<file path="config.mk">
export PLATFORM = sky130hd
export DESIGN_NAME = perf_counter_bank
export DESIGN_NICKNAME = d
export VERILOG_FILES = /design/src/rtl/perf_pkg.sv /design/src/rtl/perf_counter.sv /design/src/rtl/perf_counter_bank.sv
export SDC_FILE = /design/constraint.sdc
export NUM_CORES = 1
export LEC_CHECK = 0
export BUFFER_PORTS_ARGS = -buffer_cell sky130_fd_sc_hd__buf_2
export CAP_MARGIN = 40
export CORE_ASPECT_RATIO = 0.6
export CORE_UTILIZATION = 40
export CTS_CLUSTER_SIZE = 20
export DETAILED_ROUTE_END_ITERATION = 12
export GPL_ROUTABILITY_DRIVEN = 0
export PLACE_DENSITY = 0.65
export SETUP_SLACK_MARGIN = 0.1
export SYNTH_ARGS = -nofsm -noshare
export SYNTH_HDL_FRONTEND = slang
export SYNTH_SLANG_ARGS = --single-unit
</file>
<file path="constraint.sdc">
create_clock -name clk -period 3 [get_ports clk]
set_input_delay 0 -clock clk [delete_from_list [all_inputs] [get_ports clk]]
set_output_delay 0 -clock clk [all_outputs]
set_load 0.01 [all_outputs]
</file>
<file path="src/rtl/perf_pkg.sv">
// Shared types and event-channel assignments for the pipeline performance counter bank.
package perf_pkg;

  typedef enum logic [0:0] {
    StRun,
    StFrozen
  } perf_state_e;

  // Channel index of each standard pipeline statistic
  localparam int unsigned EV_BR_PRED_TAKEN      = 0;
  localparam int unsigned EV_BR_TAKEN           = 1;
  localparam int unsigned EV_BRANCH             = 2;
  localparam int unsigned EV_BTB_HIT            = 3;
  localparam int unsigned EV_BTB_HIT_PRED_TAKEN = 4;
  localparam int unsigned EV_PRED_TAKEN_CORRECT = 5;
  localparam int unsigned EV_STALL              = 6;
  localparam int unsigned EV_FLUSH              = 7;

  localparam int unsigned NUM_STD_EVENTS = 8;

endpackage

</file>
<file path="src/rtl/perf_counter.sv">
// One counter channel: live count, shadow copy and sticky overflow flag.
module perf_counter
  import perf_pkg::*;
#(
  parameter int unsigned CNT_WIDTH = 32,
  parameter bit          SATURATE  = 1'b1
) (
  input  logic                 clk,
  input  logic                 rst,
  input  logic                 inc_i,
  input  logic                 clear_i,
  input  logic                 snap_i,
  output logic [CNT_WIDTH-1:0] shadow_o,
  output logic                 ovf_o
);

  logic [CNT_WIDTH-1:0] cnt_q, cnt_d;
  logic [CNT_WIDTH-1:0] shadow_q, shadow_d;
  logic                 ovf_q, ovf_d;

  always_comb begin
    cnt_d    = cnt_q;
    shadow_d = shadow_q;
    ovf_d    = ovf_q;
    // Shadow always takes the value from before this cycle's clear or increment
    if (snap_i) begin
      shadow_d = cnt_q;
    end
    if (clear_i) begin
      cnt_d = '0;
      ovf_d = 1'b0;
    end else if (inc_i) begin
      if (&cnt_q) begin
        ovf_d = 1'b1;
        cnt_d = SATURATE ? cnt_q : '0;
      end else begin
        cnt_d = cnt_q + 1'b1;
      end
    end
  end

  always_ff @(posedge clk) begin
    if (rst) begin
      cnt_q    <= '0;
      shadow_q <= '0;
      ovf_q    <= 1'b0;
    end else begin
      cnt_q    <= cnt_d;
      shadow_q <= shadow_d;
      ovf_q    <= ovf_d;
    end
  end

  assign shadow_o = shadow_q;
  assign ovf_o    = ovf_q;

endmodule

</file>
<file path="src/rtl/perf_counter_bank.sv">
// Bank of pipeline event counters with shadow snapshot, halt/resume freeze and indexed reads.
module perf_counter_bank
  import perf_pkg::*;
#(
  parameter int unsigned NUM_EVENTS = 8,
  parameter int unsigned CNT_WIDTH  = 32,
  parameter bit          SATURATE   = 1'b1,
  parameter int unsigned IDX_WIDTH  = (NUM_EVENTS > 1) ? $clog2(NUM_EVENTS) : 1
) (
  input  logic                  clk,
  input  logic                  rst,
  input  logic                  count_en,
  input  logic [NUM_EVENTS-1:0] events,
  input  logic                  clear,
  input  logic                  snapshot,
  input  logic                  halt,
  input  logic                  resume,
  input  logic                  rd_req,
  input  logic [IDX_WIDTH-1:0]  rd_idx,
  output logic                  rd_valid,
  output logic [CNT_WIDTH-1:0]  rd_data,
  output logic                  rd_ovf,
  output logic                  rd_err,
  output logic                  frozen
);

  perf_state_e state_q, state_d;

  logic                  count_active;
  logic                  snap;
  logic [NUM_EVENTS-1:0] inc;
  logic [NUM_EVENTS-1:0] ovf;
  logic [CNT_WIDTH-1:0]  shadow [NUM_EVENTS];

  logic                 idx_err;
  logic [CNT_WIDTH-1:0] sel_shadow;
  logic                 sel_ovf;

  logic                 rd_valid_q, rd_valid_d;
  logic [CNT_WIDTH-1:0] rd_data_q, rd_data_d;
  logic                 rd_ovf_q, rd_ovf_d;
  logic                 rd_err_q, rd_err_d;

  // A halting cycle already counts as frozen; its implicit snapshot holds the final counts
  assign count_active = (state_q == StRun) && !halt && count_en;
  assign snap         = snapshot || ((state_q == StRun) && halt);
  assign inc          = events & {NUM_EVENTS{count_active}};

  always_comb begin
    state_d = state_q;
    unique case (state_q)
      StRun:    if (halt) state_d = StFrozen;
      StFrozen: if (resume && !halt) state_d = StRun;
      default:  state_d = StRun;
    endcase
  end

  for (genvar i = 0; i < NUM_EVENTS; i++) begin : g_chan
    perf_counter #(
      .CNT_WIDTH(CNT_WIDTH),
      .SATURATE (SATURATE)
    ) u_cnt (
      .clk     (clk),
      .rst     (rst),
      .inc_i   (inc[i]),
      .clear_i (clear),
      .snap_i  (snap),
      .shadow_o(shadow[i]),
      .ovf_o   (ovf[i])
    );
  end

  assign idx_err = 32'(rd_idx) >= NUM_EVENTS;

  always_comb begin
    sel_shadow = '0;
    sel_ovf    = 1'b0;
    for (int unsigned i = 0; i < NUM_EVENTS; i++) begin
      if (32'(rd_idx) == i) begin
        sel_shadow = shadow[i];
        sel_ovf    = ovf[i];
      end
    end
  end

  always_comb begin
    rd_valid_d = rd_req;
    rd_err_d   = rd_req && idx_err;
    rd_data_d  = rd_req ? sel_shadow : '0;
    rd_ovf_d   = rd_req && sel_ovf;
  end

  always_ff @(posedge clk) begin
    if (rst) begin
      state_q    <= StRun;
      rd_valid_q <= 1'b0;
      rd_data_q  <= '0;
      rd_ovf_q   <= 1'b0;
      rd_err_q   <= 1'b0;
    end else begin
      state_q    <= state_d;
      rd_valid_q <= rd_valid_d;
      rd_data_q  <= rd_data_d;
      rd_ovf_q   <= rd_ovf_d;
      rd_err_q   <= rd_err_d;
    end
  end

  assign rd_valid = rd_valid_q;
  assign rd_data  = rd_data_q;
  assign rd_ovf   = rd_ovf_q;
  assign rd_err   = rd_err_q;
  assign frozen   = (state_q == StFrozen);

endmodule

</file>
==> impl.org, run 1 <==
** Synthesis
- Of the synthesized area, sequential elements account for 0.443.
- Cell taking the most area after synthesis :: sky130_fd_sc_hd__dfxtp_1
- Yosys printed 0 warnings.
- Total of flip-flops plus latches after synthesis :: 555
- For this run, asynchronously set or reset flops after synthesis account for 0.
- Number of flops mapped to enable cells by yosys :: 0
- Post-synth net total :: 3,105
- Share of the synthesized area in the top cell type :: 0.443
- Post-Syn Instances :: 3,078
- Each instance of the synthesized netlist takes up on average 8.15 µm².
- Ys flop type :: sky130_fd_sc_hd__dfxtp_1
- The synthesized netlist contains 84 unique library cells.
- After synthesis the cells add up to 0.0251 mm².
- Top post-synthesis cells by area :: sky130_fd_sc_hd__dfxtp_1 44%, sky130_fd_sc_hd__nand2_1 10%, sky130_fd_sc_hd__a21oi_1 8.3%, sky130_fd_sc_hd__or3_1 3.3%, sky130_fd_sc_hd__o21ai_0 2.5%

** Clock network
- The H-tree was split into 2 levels.
- Buffer type at the clock tree root :: sky130_fd_sc_hd__clkbuf_16
- The longest clock path from root to sink contains 3 buffers.
- CTS saw 555 sinks.
- Skew-Pair Late Insertion Delay :: 0.64 ns
- TritonCTS built the clock tree.
- Post-CTS repair changed the size of 0 cells.
- Clock-pin slew was measured on the worst setup and hold paths at 0.06 ns.
- Clock tree synthesis inserted a total of 52 buffers.

** Timing
- Share of the clock period used by the worst path after layout :: 0.928
- Unrepaired setup endpoints after global routing :: false
- Setup violations remaining at the end of the flow were counted as 0.
- The final-report hold violation count came to 0.
- Maximum clock frequency :: 359 MHz
- Across all setup checks in the final design, the least slack found is 0.215 ns.
- Slew Viols, Final :: 0
- Least-Margin Pin Slew :: 0.966 ns
- On the final layout, the worst clock skew is 0.0248 ns.
- Setup TNS :: 0 ns
- The worst path needs 2.79 ns of the cycle, external delays included.
- Headroom to the max-slew limit :: 0.349

** GRT
- Via count of the first global-routing pass :: 19,900
- Overflow left after global routing :: 0
- Initial antenna violation count :: 3
- The first global-routing pass estimated 124 mm of wire.
- Entering global routing, the biggest net connects 140 pins.
- All-layer global routing usage :: 0.252

** Final layout
- # nets final :: 3,100
- Fill cells in the final layout number 6,079.
- Leaving out fill and tap cells, the most frequent cell in the layout is sky130_fd_sc_hd__nand2_1.
- Fraction of final layout cells sized beyond drive strength 1 :: 0.105
- Final std cells w/o fill :: 3,942
- Most used cells in the layout excluding fill and tap cells :: 699 x sky130_fd_sc_hd__nand2_1, 555 x sky130_fd_sc_hd__dfxtp_1, 416 x sky130_fd_sc_hd__a21oi_1
- Layout Area Growth over Synthesis :: 12.5%

** Place
- Port-buffer cells :: 53
- Worst slack, placed :: 0.417 ns
- Counting tap cells, the placed design contains a total of 3,832 instances.
- Placed wire-length estimate after detailed placement :: 59.7 mm

** Detailed routing
- Via density :: 5.95
- Starting DRT DRC Count :: 3,077
- Routed Antenna Nets :: 0
- The first TritonRoute pass finished after 7 iterations.
- Wire length per cell after detailed routing :: 21.0 µm
- In the routed design, unresolved DRC markers number 0.
- Overall via count from detail_route :: 23,400
- Routed wire length :: 82.8 mm

** Run
- Max-cap violations in this run came to 0.

** Floorplan
- Initial core utilization :: 0.408
- Number of top-level pins :: 55
- The total area inside the core boundary comes to 0.0615 mm².
- Rows :: 70
- Measured along the y axis, the die boundary spans 196 µm.
- From left edge to right edge, the die measures 325 µm.
- The floorplan step defined a die boundary enclosing 0.0638 mm².

** Worst setup path
- Worst-case register-to-register setup slack :: 0.21 ns
- STA puts the critical path data arrival time at 3.35 ns.
- The worst setup path is captured at a flip-flop.
- STA classifies the critical path startpoint as a flip-flop.
- Category of the critical setup timing path :: reg2reg
- Max Fanout on Critical Path :: 9
- At the worst endpoint, the required time is 3.56 ns.

** Power
- Leak Pwr :: 8.88 nW
- IR analysis of the VDD net gives a maximum drop of 0.453 mV.
- Power density relative to cell area :: 532 mW/mm²

** Run status
- The flow ran to the end, and the final reports show no timing, DRC or antenna violations.

** Worst hold path
- Type of the worst min-delay path :: in2reg
[metal layers]
metal | vias to the layer above | global-route usage | part of all wire
met5 | - | 0 | 0
met4 | 0 | 0.0472 | 0.015
met3 | 85 | 0.0800 | 0.13
met2 | 1089 | 0.302 | 0.36
met1 | 11200 | 0.415 | 0.50
li1 | 11100 | - | -
[per-stage QoR]
stage | total power [mW] | area, µm² | hold WS (ns) | util
detailed placement | 8.27 | 26300 | 0.341 | 0.428
CTS | 15.1 | 28200 | 0.000661 | 0.459
finish | 15.0 | 28200 | 0.0433 | 0.459
global route | 15.4 | 28200 | 0.0407 | 0.459
global placement | 8.27 | 26300 | 0.348 | 0.428
floorplan | 7.98 | 25100 | 0.183 | -
[sequential cells by signal, summed over array words and instances, names as in the netlist]
name and cells:
g_chan.u_cnt.ovf_o 8, g_chan.u_cnt.shadow_o 256, rd_data 32, g_chan.u_cnt.cnt_q 256, rd_valid 1, frozen 1, rd_ovf 1
[cell families (layout without fill, tap and decap cells)]
family / count (synthesis) / count (layout) / share of synthesized area
AOI/OAI and AO/OA: 769 / 769 / 0.179
xor gates and xnor gates: 42 / 42 / 0.0147
adders and majority gates: 8 / 8 / 0.00399
buffers and inverters: 231 / 266 / 0.0368
DFF: 555 / 555 / 0.443
muxes: 96 / 96 / 0.0513
other: 1 / 2 / 0.000149
and+or+nand+nor: 1376 / 1376 / 0.272
[critical path, stage by stage (launching register included)]
cell and delay, ns:
sky130_fd_sc_hd__dfxtp_1 0.48, sky130_fd_sc_hd__buf_4 0.25, sky130_fd_sc_hd__nand4bb_1 0.33, sky130_fd_sc_hd__nor4_1 0.69, sky130_fd_sc_hd__o2111ai_1 0.39, sky130_fd_sc_hd__or4_1 0.49
sky130_fd_sc_hd__nand2_1 0.08
[report_power, final]
part | internal, mW | total (mW) | leakage, nW | switching [mW]
Sequential | 7.38 | 7.39 | 4.47 | 0.0116
Combinational | 0.189 | 0.742 | 3.55 | 0.553
Clock | 3.79 | 6.88 | 0.850 | 3.09
[cell type report]
class | instances | area, µm² | area share
diodes | 1 | 2.50 | 0.0000887
inverters | 32 | 120 | 0.00426
well taps | 828 | 1040 | 0.0367
clock buffers | 71 | 1500 | 0.0533
flip-flops and latches | 555 | 11100 | 0.394
multi-input cells | 2292 | 13100 | 0.464
repair buffers | 140 | 1130 | 0.0400
clock inverters | 23 | 234 | 0.00829
[path summary, 6_finish.rpt]
| path | startpoint | endpoint | depth (start not counted) |
|---|---|---|---|
| worst max-delay path | frozen | g_chan[5].u_cnt.cnt_q[27] | 6 |
| worst min-delay path | count_en | g_chan[3].u_cnt.cnt_q[1] | 3 |
| worst max register to register | frozen | g_chan[5].u_cnt.cnt_q[27] | 6 |
| worst min register to register | g_chan[3].u_cnt.shadow_o[8] | g_chan[3].u_cnt.shadow_o[8] | 2 |
[timing repair]
item / in CTS / in global routing
buffers inserted: 0 / 0
hold endpoints to repair: 102 / 0
endpoints found under the setup margin: 0 / 0
hold buffers: 14 / 0
[Yosys cell counts (4+ instances only)]
master,n
sky130_fd_sc_hd__nand2_1,699
sky130_fd_sc_hd__dfxtp_1,555
sky130_fd_sc_hd__a21oi_1,417
sky130_fd_sc_hd__clkbuf_1,162
sky130_fd_sc_hd__nor2_1,137
sky130_fd_sc_hd__or3_1,133
sky130_fd_sc_hd__o21ai_0,126
sky130_fd_sc_hd__nand3_1,80
sky130_fd_sc_hd__nand4_1,75
sky130_fd_sc_hd__or4_1,44
sky130_fd_sc_hd__mux2i_1,42
sky130_fd_sc_hd__o22ai_1,39
sky130_fd_sc_hd__and3_1,35
sky130_fd_sc_hd__nor3_1,35
sky130_fd_sc_hd__o31ai_1,32
sky130_fd_sc_hd__inv_1,31
sky130_fd_sc_hd__mux2_2,31
sky130_fd_sc_hd__a211oi_1,29
sky130_fd_sc_hd__and4_1,29
sky130_fd_sc_hd__nor4_1,29
sky130_fd_sc_hd__a31oi_1,26
sky130_fd_sc_hd__mux4_2,23
sky130_fd_sc_hd__and2_1,21
sky130_fd_sc_hd__xnor2_1,21
sky130_fd_sc_hd__xor2_1,21
sky130_fd_sc_hd__a22oi_1,18
sky130_fd_sc_hd__buf_2,18
sky130_fd_sc_hd__a31o_2,12
sky130_fd_sc_hd__buf_1,12
sky130_fd_sc_hd__o211ai_1,11
sky130_fd_sc_hd__o21a_1,11
sky130_fd_sc_hd__ha_1,8
sky130_fd_sc_hd__a41o_1,7
sky130_fd_sc_hd__nor2b_1,6
sky130_fd_sc_hd__nor4_4,6
sky130_fd_sc_hd__nor4_2,5
sky130_fd_sc_hd__nor4b_1,5
sky130_fd_sc_hd__o2111ai_1,5
sky130_fd_sc_hd__o31a_1,5
sky130_fd_sc_hd__or2_2,5
sky130_fd_sc_hd__nand4_2,4
No activity file was read; power rests on OpenSTA's default activity.
==> run 2: changes to the inputs <==
--- a/config.mk
+++ b/config.mk
@@ -7,12 +7,14 @@
 export LEC_CHECK = 0
 export BUFFER_PORTS_ARGS = -buffer_cell sky130_fd_sc_hd__buf_2
 export CAP_MARGIN = 40
+export CELL_PAD_IN_SITES_DETAIL_PLACEMENT = 1
+export CELL_PAD_IN_SITES_GLOBAL_PLACEMENT = 1
 export CORE_ASPECT_RATIO = 0.6
 export CORE_UTILIZATION = 40
 export CTS_CLUSTER_SIZE = 20
 export DETAILED_ROUTE_END_ITERATION = 12
 export GPL_ROUTABILITY_DRIVEN = 0
-export PLACE_DENSITY = 0.65
+export PLACE_DENSITY = 0.79
 export SETUP_SLACK_MARGIN = 0.1
 export SYNTH_ARGS = -nofsm -noshare
 export SYNTH_HDL_FRONTEND = slang
==> run 2 against run 1 <==
Net effect:
- flip-flop and latch count is the same
- clock skew grew 0.0023 ns
- sequential share of layout area shrank 0.15 points
- largest power group is now the clock network
==> impl.org, run 2 (same netlist as run 1, synthesis figures left out) <==
** Run status
- Status :: complete, no violations

** Floorplan
- Rows :: 70
- For this configuration, the core starts out at a cell density of 0.408.
- The die covers 0.0638 mm².
- The total area inside the core boundary comes to 0.0615 mm².
- Number of top-level pins :: 55
- Die Y-Extent :: 196 µm
- From left edge to right edge, the die measures 325 µm.

** Clock network
- TritonCTS created 54 clock buffers.
- The tree is rooted in a sky130_fd_sc_hd__clkbuf_16.
- CTS tree :: done
- Clock-pin slew on the worst setup and hold paths :: 0.07 ns
- The H-tree was split into 2 levels.
- Skew-Pair Late Insertion Delay :: 0.63 ns
- Number of buffers inserted by post-CTS setup repair :: 0
- Count of clock tree sinks :: 555
- The longest clock path from root to sink contains 3 buffers.

** Final layout
- Layout Area Growth over Synthesis :: 12.9%
- The net count of the finished layout is 3,091.
- Final std cells w/o fill :: 3,937
- Most used cells in the layout excluding fill and tap cells :: 699 x sky130_fd_sc_hd__nand2_1, 555 x sky130_fd_sc_hd__dfxtp_1, 416 x sky130_fd_sc_hd__a21oi_1
- Sequential standard cell area :: 0.0111 mm²
- Most common cell after layout, fill and taps aside :: sky130_fd_sc_hd__nand2_1
- Fraction of final layout cells sized beyond drive strength 1 :: 0.103
- Area taken by multi-input logic gates :: 0.0131 mm²
- Counting the fill cells in the layout gives 7,405.

** Timing
- Slew Viols, Final :: 0
- Least-Margin Pin Slew :: 1.02 ns
- Setup repair after global routing left no endpoint under its margin.
- Setup violations remaining at the end of the flow were counted as 0.
- In this run the tightest slew margin relative to its limit is 0.322.
- Share of the clock period used by the worst path after layout :: 0.924
- Setup TNS :: 0 ns
- Across the routed clock network, the largest skew measured is 0.0271 ns.
- Number of hold violations in the final report :: 0
- Timing would allow up to 361 MHz.
- Hold is met by 0.121 ns.
- Clock period minus worst slack :: 2.77 ns

** Detailed routing
- Wire segments on met3 add up to 9.93 mm in the final route.
- Starting DRT DRC Count :: 2,573
- Routed signal wires occupy layers up through met5.
- Summed over all nets, wire length on met2 after detailed routing comes to 38.7 mm.
- Remaining routing DRC violations :: 0
- Overall via count from detail_route :: 24,400
- Wires add up to 94.2 mm.
- Before antenna repair, the detailed router went through 5 iterations.
- In the final routed layout, each cell accounts on average for 23.9 µm.
- After detailed routing, the wire length on met1 is 43.4 mm.
- Via density :: 6.19
- Routed Antenna Nets :: 0

** GRT
- Entering global routing, the biggest net connects 220 pins.
- Initial antenna violation count :: 10
- The first global-routing pass estimated 144 mm of wire.
- All-layer global routing usage :: 0.290
- Overflow left after global routing :: 0
- The via count of the first global-routing pass is 23,700.

** Worst hold path
- The worst hold path begins at count_en.
- Type of the worst min-delay path :: in2reg
- The worst hold path terminates at g_chan[6].u_cnt.cnt_q[0].
- Hold-critical path depth :: 4

** Worst setup path
- STA puts the critical path data required time at 3.50 ns.
- The worst register-to-register path begins at frozen.
- Counting buffers and inverters, the worst setup path is 5 cells deep.
- Data on the critical path arrives at its endpoint at 3.27 ns.
- Sort of element at the start of the critical path :: flip-flop
- Among cell families on the critical path, the largest total delay comes from simple AND/OR/NAND/NOR gates.
- In this run the worst path has a maximum fanout of 10.
- The worst register-to-register path has a depth of 5.
- Kind of capture point of the worst setup path :: flip-flop
- The worst register-to-register path ends at g_chan[6].u_cnt.cnt_q[17].
- Buffering stage count on the worst path with inverters included :: 1
- Category of the critical setup timing path :: reg2reg
- On the critical path, the stage with the largest delay is an instance of sky130_fd_sc_hd__dfxtp_1.
- Worst-case register-to-register setup slack :: 0.23 ns
- Longest individual stage delay on the worst path :: 0.59 ns
- Cell breakdown of the critical path :: nand4bb_4 > or4_4 > o311ai_0 > o41ai_1 > dlygate4sd3_1

** Power
- Peak VDD IR :: 0.557 mV
- The analysis attributes to cell leakage a power of 8.92 nW.
- In this run the power density over the cells is 551 mW/mm².

** Place
- The count of buffers added on input and output ports is 53.
- Placed wire-length estimate after detailed placement :: 68.4 mm
- The number of placed instances, taps included, is 3,821.

** Run
- The tool flagged a number of max-cap violations equal to 0.
-- run 2: layer usage --
| metal | global-route usage | vias up |
|---|---|---|
| met5 | 0.0187 | - |
| met4 | 0.0685 | 2 |
| met3 | 0.0614 | 120 |
| met2 | 0.411 | 987 |
| met1 | 0.438 | 12200 |
| li1 | - | 11000 |
-- run 2: report_power, final --
group / switching (mW) / internal, mW
combinational: 0.539 / 0.181
clock: 3.15 / 4.36
sequential: 0.0151 / 7.38
total: 3.70 / 11.9
-- run 2: timing repair --
item / 4_1_cts / 5_1_grt
setup endpoints to repair: 0 / 2
hold buffers: 14 / 0
gates resized for setup: 0 / 1
hold endpoints to repair: 83 / 0
-- run 2: worst reg2reg max path, stage by stage, from the launching register on --
cell                            delay [ns]
sky130_fd_sc_hd__dfxtp_1              0.59
sky130_fd_sc_hd__nand4bb_4            0.45
sky130_fd_sc_hd__or4_4                0.57
sky130_fd_sc_hd__o311ai_0             0.34
sky130_fd_sc_hd__o41ai_1              0.12
sky130_fd_sc_hd__dlygate4sd3_1        0.57
-- run 2: worst max path at each step --
stage / start / endpoint / slack, ns
floorplan: frozen / g_chan[1].u_cnt.cnt_q[21] / 0.89
global placement: frozen / g_chan[0].u_cnt.cnt_q[13] / 0.48
detailed placement: g_chan[2].u_cnt.cnt_q[13] / g_chan[2].u_cnt.cnt_q[16] / 0.34
CTS: g_chan[6].u_cnt.cnt_q[6] / g_chan[6].u_cnt.cnt_q[17] / 0.27
global route: g_chan[2].u_cnt.cnt_q[13] / g_chan[2].u_cnt.cnt_q[16] / 0.11
finish: frozen / g_chan[6].u_cnt.cnt_q[17] / 0.23
-- run 2: layout make-up --
type                       count  share of cell area
antenna                        1           0.0000883
tap                          828              0.0366
inverter                      32             0.00424
clock inverter                21             0.00985
timing repair buffer         129              0.0365
clock buffer                  79              0.0586
multi-input combinational   2292               0.462
sequential                   555               0.392
-- run 2: stage by stage --
step                      setup slack, ns  area (µm²)  power, mW  utilization
after CTS                           0.274       28300       15.7        0.461
final                               0.229       28300       15.6        0.461
after detailed placement            0.337       26200       8.26        0.427
after global routing                0.108       28300       16.1        0.461
after global placement              0.481       26200       8.24        0.427
after floorplan                     0.886       25100       7.98            -
==> run 3: changes to the inputs <==
--- a/config.mk
+++ b/config.mk
@@ -6,7 +6,6 @@
 export NUM_CORES = 1
 export LEC_CHECK = 0
 export BUFFER_PORTS_ARGS = -buffer_cell sky130_fd_sc_hd__buf_2
-export CAP_MARGIN = 40
 export CELL_PAD_IN_SITES_DETAIL_PLACEMENT = 1
 export CELL_PAD_IN_SITES_GLOBAL_PLACEMENT = 1
 export CORE_ASPECT_RATIO = 0.6
==> constraint.sdc (replaced) <==
create_clock -name clk -period 2.7 [get_ports clk]
set_input_delay 0 -clock clk [delete_from_list [all_inputs] [get_ports clk]]
set_output_delay 0 -clock clk [all_outputs]
set_load 0.01 [all_outputs]
==> run 3 against run 2 <==
Net effect:
- combinational power increased by 9.4%
- first-iteration DRC count is 4.5% higher
- clock skew is 0.0023 ns lower
- setup slack better by 0.066 ns
- clock-buffer cell count shrank 4
- non-clock buffer count up 4
- critical endpoint is now g_chan[3].u_cnt.cnt_q[21]
- sequential power increased by 11%
- clock power is 3.1% higher
- highest routed layer unchanged
==> impl.org, run 3 (same netlist as run 1, synthesis figures left out) <==
** Run
- The tool flagged a number of max-cap violations equal to 0.

** Worst setup path
- Cell breakdown of the critical path :: ha_1 > nand2_1 > or3_1 > o211ai_1 > o21ai_0 > a21oi_1
- Data on the critical path arrives at its endpoint at 2.95 ns.
- Max Fanout on Critical Path :: 11
- Longest individual stage delay on the worst path :: 0.69 ns
- Category of the critical setup timing path :: reg2reg
- STA classifies the critical path endpoint as a flip-flop.
- STA puts the critical path data required time at 3.24 ns.
- The worst setup path is launched from a flip-flop.
- Highest-delay cell along the critical path :: sky130_fd_sc_hd__o211ai_1
- Critical path's top delay family :: compound AO/OA/AOI/OAI gates
- Buffering stage count on the worst path with inverters included :: 0

** Timing
- Setup violations remaining at the end of the flow were counted as 0.
- Dividing the final minimum period by the clock period gives 0.890.
- Setup clock skew after layout :: 0.0248 ns
- Number of hold violations in the final report :: 0
- Least-Margin Pin Slew :: 1.02 ns
- In the final timing run, aggregate negative setup slack is 0 ns.
- Slew Viols, Final :: 0
- Fin worst setup slack :: 0.296 ns
- Clock period minus worst slack :: 2.40 ns
- Measured against its own limit, the worst slew margin works out to 0.320.
- Static timing analysis puts the maximum clock frequency at 416 MHz.
- Setup repair after global routing left no endpoint under its margin.

** Detailed routing
- Starting DRT DRC Count :: 2,688
- First-pass DRT Iterations :: 8
- Remaining routing DRC violations :: 0
- Dividing the detail-routed via count by the number of cells gives 6.18.
- In the final routed layout, each cell accounts on average for 24.1 µm.
- Overall via count from detail_route :: 24,300
- For this block, the routed nets add up to 95.0 mm of wire.
- Routed Antenna Nets :: 0

** Clock network
- In this run the post-CTS setup repair buffer count came out at 0.
- Maximum buffer depth of the clock tree :: 3
- TritonCTS built the clock tree.
- The clock drives 555 sinks.
- H-tree level count :: 2
- Clock-pin slew on the worst setup and hold paths :: 0.07 ns
- Counting the buffers created by CTS gives 52.
- At the later pin of the worst-skew pair, clock insertion delay measures 0.63 ns.
- The root buffer cell chosen for the clock tree is sky130_fd_sc_hd__clkbuf_16.

** Floorplan
- Measured along the y axis, the die boundary spans 196 µm.
- 55 I/O pins were placed.
- DIE AREA :: 0.0638 mm²
- From left edge to right edge, the die measures 325 µm.
- Initial core utilization :: 0.408
- The core region is 0.0615 mm².
- Rows :: 70

** Final layout
- Fraction of final layout cells sized beyond drive strength 1 :: 0.102
- Core utilization of the finished layout :: 0.458
- The library cell used most frequently in the layout, excluding fill and tap cells, is sky130_fd_sc_hd__nand2_1.
- At the end of the flow, the number of nets in the layout was 3,093.
- Layout Area Growth over Synthesis :: 12.2%
- After routing the design area is 0.0281 mm².
- The library cells used most frequently in the layout, excluding fill and tap cells, are 699 x sky130_fd_sc_hd__nand2_1, 555 x sky130_fd_sc_hd__dfxtp_1, 416 x sky130_fd_sc_hd__a21oi_1.

** Power
- Internal :: 12.7 mW
- Combinational cell fraction of total power :: 0.047
- Leak Pwr :: 8.84 nW
- The analysis attributes to net switching a power of 3.99 mW.
- The share of total power dissipated in sequential elements is 0.491.
- Peak VDD IR :: 0.446 mV
- Clk pwr share :: 0.462
- Of the total power, the share spent switching nets is 0.239.
- In this run the power density over the cells is 595 mW/mm².

** Run status
- Status :: complete, no violations

** Worst hold path
- The min-delay analysis places its worst path in the category in2reg.

** GRT
- Overflow left after global routing :: 0
- Entering global routing, the biggest net connects 207 pins.
- The first global-routing pass estimated 144 mm of wire.
- Initial antenna violation count :: 7
- Via count of the first global-routing pass :: 23,400
- In the global route stage, overall resource usage came out at 0.291.

** Place
- Area of placed instances :: 0.0263 mm²
- Placed wire-length estimate after detailed placement :: 69.2 mm
- Worst slack, placed :: 0.258 ns
- Port-buffer cells :: 53
==> run 3: per-layer routing <==
| metal | routed length, µm | vias up | global-route usage |
|---|---|---|---|
| li1 | - | 11000 | - |
| met1 | 44600 | 12200 | 0.439 |
| met2 | 37700 | 958 | 0.398 |
| met3 | 10400 | 144 | 0.0819 |
| met4 | 2350 | 2 | 0.0769 |
| met5 | 17 | - | 0 |
==> run 3: repair_timing <==
| action | CTS | global route |
|---|---|---|
| gates resized for setup | 0 | 2 |
| endpoints found under the hold margin | 93 | 0 |
| hold buffers | 11 | 0 |
| endpoints found under the setup margin | 0 | 13 |
==> run 3: worst paths after layout <==
check	start	end	cells past startpoint	slack, ns
max	g_chan[3].u_cnt.cnt_q[1]	g_chan[3].u_cnt.cnt_q[21]	6	0.30
max reg2reg	g_chan[3].u_cnt.cnt_q[1]	g_chan[3].u_cnt.cnt_q[21]	6	0.30
min	clear	g_chan[5].u_cnt.cnt_q[19]	3	0.05
min reg2reg	g_chan[6].u_cnt.shadow_o[31]	g_chan[6].u_cnt.shadow_o[31]	2	0.45
==> run 3: area by class of cell <==
class	count	area (µm²)
sequential	555	11100
tap	828	1040
clock buffer	75	1510
clock inverter	17	215
timing repair buffer	133	1060
fill	7358	33300
inverter	32	120
antenna	2	5.00
multi-input combinational	2292	13100
==> run 3: stage by stage <==
stage | instances | total power [mW] | hold WS [ns]
2_1_floorplan | 3078 | 8.87 | 0.183
3_3_place_gp | 3829 | 9.14 | 0.396
3_5_place_dp | 3829 | 9.16 | 0.397
4_1_cts | 3932 | 16.8 | 0.0199
5_1_grt | 3932 | 17.2 | 0.0341
6_report | 3934 | 16.7 | 0.0540
==> run 3: tightest hold or removal path: cells and delay by family <==
kind | cells | cell delay [ns]
muxes | 1 | 0.06
and+or+nand+nor | 1 | 0.18
buffers and inverters | 1 | 0.39
==> run 3: power by group through the flow <==
stage          combinational (mW)  clock [mW]  sequential (mW)
6_report                    0.788        7.73             8.22
5_1_grt                     0.829        8.14             8.21
4_1_cts                     0.772        7.81             8.22
3_5_place_dp                0.757           0             8.40
3_3_place_gp                0.739           0             8.40
2_1_floorplan               0.462           0             8.41
